==> src/rtl/mem_arbiter_pkg.sv <==
// Shared types and constants for the instruction-fetch / load-store memory arbiter.
package mem_arbiter_pkg;

    typedef enum logic [1:0] {
        OWN_NONE = 2'd0,
        OWN_IF   = 2'd1,
        OWN_LS   = 2'd2
    } owner_t;

    localparam logic [2:0]  FUNCT3_LB  = 3'b000;
    localparam logic [2:0]  FUNCT3_LH  = 3'b001;
    localparam logic [2:0]  FUNCT3_LW  = 3'b010;
    localparam logic [2:0]  FUNCT3_LBU = 3'b100;
    localparam logic [2:0]  FUNCT3_LHU = 3'b101;
    localparam logic [31:0] MMIO_BASE  = 32'hFFFF_FFF4;

    // Stores return nothing, so only a granted load or fetch owns the next-cycle read data.
    function automatic owner_t resp_owner(input logic if_gnt, input logic ls_gnt, input logic ls_we);
        owner_t own;
        if (ls_gnt) begin
            own = ls_we ? OWN_NONE : OWN_LS;
        end else if (if_gnt) begin
            own = OWN_IF;
        end else begin
            own = OWN_NONE;
        end
        return own;
    endfunction

endpackage

==> src/rtl/mem_arb_pick.sv <==
// Grant selection between fetch and load/store; round-robin when MEM_ARBITER_RR_EN is defined.
module mem_arb_pick
    import mem_arbiter_pkg::*;
(
    input  logic   if_req,
    input  logic   ls_req,
    input  owner_t last_winner,
    output logic   if_gnt,
    output logic   ls_gnt
);

`ifndef MEM_ARBITER_RR_EN
    logic unused_last_winner_s;
    assign unused_last_winner_s = |last_winner;
`endif

    // One-hot grant from the current requests and arbitration history.
    always_comb begin
        if_gnt = 1'b0;
        ls_gnt = 1'b0;
        if (if_req && ls_req) begin
`ifdef MEM_ARBITER_RR_EN
            if (last_winner == OWN_LS) begin
                if_gnt = 1'b1;
            end else begin
                ls_gnt = 1'b1;
            end
`else
            ls_gnt = 1'b1;
`endif
        end else if (ls_req) begin
            ls_gnt = 1'b1;
        end else if (if_req) begin
            if_gnt = 1'b1;
        end else begin
            if_gnt = 1'b0;
            ls_gnt = 1'b0;
        end
    end

endmodule

==> src/rtl/mem_arbiter.sv <==
// Single-port memory arbiter for fetch and load/store with 1-cycle read latency.
// Define MEM_ARBITER_RR_EN for round-robin arbitration; default is fixed ls-over-if priority.
module mem_arbiter
    import mem_arbiter_pkg::*;
#(
    parameter logic [2:0] FETCH_FUNCT3 = 3'b010
) (
    input  logic        clk,
    input  logic        rst,
    input  logic        if_req,
    input  logic [31:0] if_addr,
    output logic        if_gnt,
    output logic        if_rvalid,
    output logic [31:0] if_rdata,
    input  logic        ls_req,
    input  logic        ls_we,
    input  logic [2:0]  ls_funct3,
    input  logic [31:0] ls_addr,
    input  logic [31:0] ls_wdata,
    output logic        ls_gnt,
    output logic        ls_rvalid,
    output logic [31:0] ls_rdata,
    output logic        mem_write_mem,
    output logic [2:0]  mem_funct3,
    output logic [31:0] mem_read_address,
    output logic [31:0] mem_write_address,
    output logic [31:0] mem_write_data,
    input  logic [31:0] mem_read_data
);

    owner_t owner_r;
    owner_t last_winner_s;
    logic   if_pick_s;
    logic   ls_pick_s;

`ifdef MEM_ARBITER_RR_EN
    owner_t last_winner_r;

    // Remember who won the most recent grant so the other side wins the next contention.
    always_ff @(posedge clk or posedge rst) begin
        if (rst) begin
            last_winner_r <= OWN_IF;
        end else if (ls_gnt) begin
            last_winner_r <= OWN_LS;
        end else if (if_gnt) begin
            last_winner_r <= OWN_IF;
        end else begin
            last_winner_r <= last_winner_r;
        end
    end

    assign last_winner_s = last_winner_r;
`else
    assign last_winner_s = OWN_IF;
`endif

    mem_arb_pick u_pick (
        .if_req      (if_req),
        .ls_req      (ls_req),
        .last_winner (last_winner_s),
        .if_gnt      (if_pick_s),
        .ls_gnt      (ls_pick_s)
    );

    // Grants are suppressed for as long as reset is held.
    always_comb begin
        if_gnt = if_pick_s & ~rst;
        ls_gnt = ls_pick_s & ~rst;
    end

    // Memory request mux: idle bus carries zeros and the fetch funct3.
    always_comb begin
        mem_write_mem     = 1'b0;
        mem_funct3        = FETCH_FUNCT3;
        mem_read_address  = 32'h0000_0000;
        mem_write_address = 32'h0000_0000;
        mem_write_data    = 32'h0000_0000;
        if (ls_gnt) begin
            mem_write_mem     = ls_we;
            mem_funct3        = ls_funct3;
            mem_read_address  = ls_addr;
            mem_write_address = ls_addr;
            mem_write_data    = ls_wdata;
        end else if (if_gnt) begin
            mem_read_address  = if_addr;
            mem_write_address = if_addr;
        end else begin
            mem_write_mem     = 1'b0;
        end
    end

    // Response owner for the data returned one cycle after the grant.
    always_ff @(posedge clk or posedge rst) begin
        if (rst) begin
            owner_r <= OWN_NONE;
        end else begin
            owner_r <= resp_owner(if_gnt, ls_gnt, ls_we);
        end
    end

    // Route read data to the owner only.
    always_comb begin
        if_rvalid = (owner_r == OWN_IF);
        ls_rvalid = (owner_r == OWN_LS);
        if_rdata  = if_rvalid ? mem_read_data : 32'h0000_0000;
        ls_rdata  = ls_rvalid ? mem_read_data : 32'h0000_0000;
    end

endmodule
==> config.mk <==
export PLATFORM = sky130hd
export DESIGN_NAME = mem_arbiter
export DESIGN_NICKNAME = d
export VERILOG_FILES = /design/src/rtl/mem_arbiter_pkg.sv /design/src/rtl/mem_arb_pick.sv /design/src/rtl/mem_arbiter.sv
export SDC_FILE = /design/constraint.sdc
export NUM_CORES = 1
export LEC_CHECK = 0
export CAP_MARGIN = 20
export CORE_AREA = 2 2 117 119
export DETAILED_ROUTE_END_ITERATION = 16
export DIE_AREA = 0 0 119 121
export MAX_ROUTING_LAYER = met4
export PLACE_DENSITY = 0.64
export SYNTH_ARGS = -nofsm -noshare
export SYNTH_HDL_FRONTEND = slang
export SYNTH_SLANG_ARGS = --single-unit
==> constraint.sdc <==
create_clock -name clk -period 1.9 [get_ports clk]
set_input_delay 0.57 -clock clk [delete_from_list [all_inputs] [get_ports clk]]
set_output_delay 0.57 -clock clk [all_outputs]
set_load 0.005 [all_outputs]
==> results.sh <==
export IMPL_wl_per_cell_um=18.2
export IMPL_drtIter0Drc=58
export IMPL_die_x_um=119
export IMPL_total_power_mw=1.29
export IMPL_final_nets=641
export IMPL_grt_ovfl_total=0
export IMPL_violations="negative setup slack"
export IMPL_setup_viol=129
export IMPL_track_usage_pct=15.4
export IMPL_syn_nets=331
export IMPL_cts_path_max_buffers=2
export IMPL_antenna_found_initial=4
export IMPL_clock_tree_root_cell="clkbuf_16"
export IMPL_syn_area_um2=1440
export IMPL_post_route_drc_count=0
export IMPL_endpoint="mem_write_data[18]"
export IMPL_cts_tree="built"
export IMPL_area_delta_synth_final_pct=248
export IMPL_dp_hpwl_um=7860
export IMPL_slew_viol_final=0
export IMPL_ir_drop_v=0.000270
export IMPL_avgSynthCellArea_um2=7.38
export IMPL_critical_path_required_ns=1.33
export IMPL_grt_pass1_vias=2833
export IMPL_hold_buffers=0
export IMPL_fmax_mhz=474
export IMPL_hold_violations=0
export IMPL_clkTransAtPathRegs_ns=0.03
export IMPL_status="finished, violations left"
export IMPL_dieHeight_um=121
export IMPL_num_io_pins=304
export IMPL_tns_ns=-15.95
export IMPL_worst_slew_pin_transition_ns=0.155
export IMPL_synth_warning_count=0
export IMPL_htreeDepth=1
export IMPL_grt_pass1_wl_um=16500
export IMPL_core_area_um2=13100
export IMPL_cts_buffers=3
export IMPL_setup_slack_ns=-0.210
export IMPL_largest_reg_flops=2
export IMPL_leakage_nw=2.63
export IMPL_preCtsSetupSlack_ns=-0.918
export IMPL_whs_ns=0.453
export IMPL_detail_route_antenna_nets=0
export IMPL_maxCapViolCount=0
export IMPL_reg_largest_list="owner_r (2)"
export IMPL_clkSinkCount=2
export IMPL_largest_register="owner_r"
export IMPL_synth_seq_cells=2
export IMPL_maxSlewHeadroom_pct=89.6
export IMPL_drive_gt1_share_pct=65.8
export IMPL_p_per_area_nw_per_um2=256
export IMPL_synth_distinct_cells=13
export IMPL_start_util_pct=11.0
export IMPL_post_route_min_period_ns=2.11
export IMPL_path_class="input port to output pin"
export IMPL_worstSetupStartpointType="input port"
export IMPL_cp_end_kind="output pin"
export IMPL_rsz0062_at_grt="true"
export IMPL_place_port_buffers=303
export IMPL_fin_crit_sh_pct=111
export IMPL_gp_congestion=0.867
export IMPL_ys_seq_area_share_pct=3.48
export IMPL_vias=2756
export IMPL_cp_startpoint="ls_req"
export IMPL_cp_arrival_ns=1.54
export IMPL_dieArea_um2=14400
export IMPL_viasPerCell=4.04
export IMPL_synthCells=195
export IMPL_wirelength_um=12400
export IMPL_holdCritPathClass="input port to async pin"
export IMPL_grt_max_degree=18
export IMPL_rows=42
export IMPL_crit_fanout=6
export IMPL_drtPass1Iterations=4
-- Yosys cell counts --
master | count | area [um^2]
dfrtp_1 | 2 | 50.1
clkbuf_1 | 1 | 3.75
buf_2 | 6 | 30.0
nor2b_1 | 2 | 12.5
a32o_1 | 32 | 320
nand2b_1 | 1 | 6.26
buf_6 | 7 | 78.8
inv_1 | 1 | 3.75
and2b_1 | 2 | 15.0
and2_1 | 101 | 632
nor2_2 | 1 | 6.26
buf_4 | 34 | 255
clkbuf_2 | 5 | 25.0
-- report_power, final --
part | switching, mW | internal, mW
registers | 0.000666 | 0.0446
clock network | 0.0452 | 0.268
logic | 0.303 | 0.624
total | 0.349 | 0.936
-- logic make-up (layout without fill, tap and decap cells) --
family / count (synthesis) / count (layout) / share of synthesized area [%]
compound gates: 32 / 32 / 22.3
flops: 2 / 2 / 3.48
other cells: 0 / 4 / 0
buf+inv: 54 / 362 / 27.6
simple gates: 107 / 107 / 46.7
-- routing by layer --
| metal | track usage (%) | wire (um) |
|---|---|---|
| met1 | 14.4 | 4150 |
| met2 | 31.2 | 7050 |
| met3 | 4.14 | 991 |
| met4 | 3.20 | 218 |
| met5 | - | 0 |
-- stage by stage --
| stage | instance area, um^2 | std cells | util, % |
|---|---|---|---|
| after floorplan | 1440 | 195 | - |
| after global placement | 4450 | 630 | 34.0 |
| after detailed placement | 4450 | 630 | 34.0 |
| after CTS | 4730 | 675 | 36.1 |
| after global routing | 5010 | 683 | 38.3 |
| final | 5010 | 683 | 38.3 |
-- timing repair --
item                       in CTS  in global routing
resized for setup             757                145
buffers inserted               31                  8
pin swaps                      54                 42
gates cloned                   11                  5
hold endpoints to repair        0                  0
setup endpoints to repair     168                167
-- worst min path at each step --
stage               slack (ns)  cells past startpoint                    to  from
floorplan                 0.31                      1  owner_r[0]$_DFF_PP0_   rst
global placement           1.0                      3  owner_r[0]$_DFF_PP0_   rst
detailed placement        1.01                      3  owner_r[1]$_DFF_PP0_   rst
CTS                       0.45                      4  owner_r[0]$_DFF_PP0_   rst
global route              0.46                      4  owner_r[1]$_DFF_PP0_   rst
finish                    0.45                      4  owner_r[1]$_DFF_PP0_   rst
-- final cells by class --
type                            count  area, um^2
Sequential cell                     2        50.0
Inverter                            1        3.75
Tap cell                          176         220
Fill cell                        1315        8070
Clock buffer                        3        75.1
Multi-Input combinational cell    139        1230
Timing Repair Buffer              358        3420
Antenna cell                        4        10.0
-- cell usage in the layout, fill, tap and decap left out, drive strengths merged --
master | Yosys | layout
clkdlybuf4s15 | 0 | 1
and2 | 101 | 101
dlymetal6s2s | 0 | 4
and2b | 2 | 2
dfrtp | 2 | 2
clkdlybuf4s50 | 0 | 111
a32o | 32 | 32
inv | 1 | 1
diode | 0 | 4
nand2b | 1 | 1
dlygate4sd2 | 0 | 17
clkbuf | 6 | 17
nor2b | 2 | 2
nor2 | 1 | 1
buf | 47 | 211
-- critical path, cell delays in order --
cell and delay, ns:
buf_8 0.10, nor2b_4 0.13, buf_8 0.13, buf_12 0.12, buf_16 0.13, buf_8 0.13
and2_4 0.13, buf_6 0.11
No activity file was read; power rests on OpenSTA's default activity.
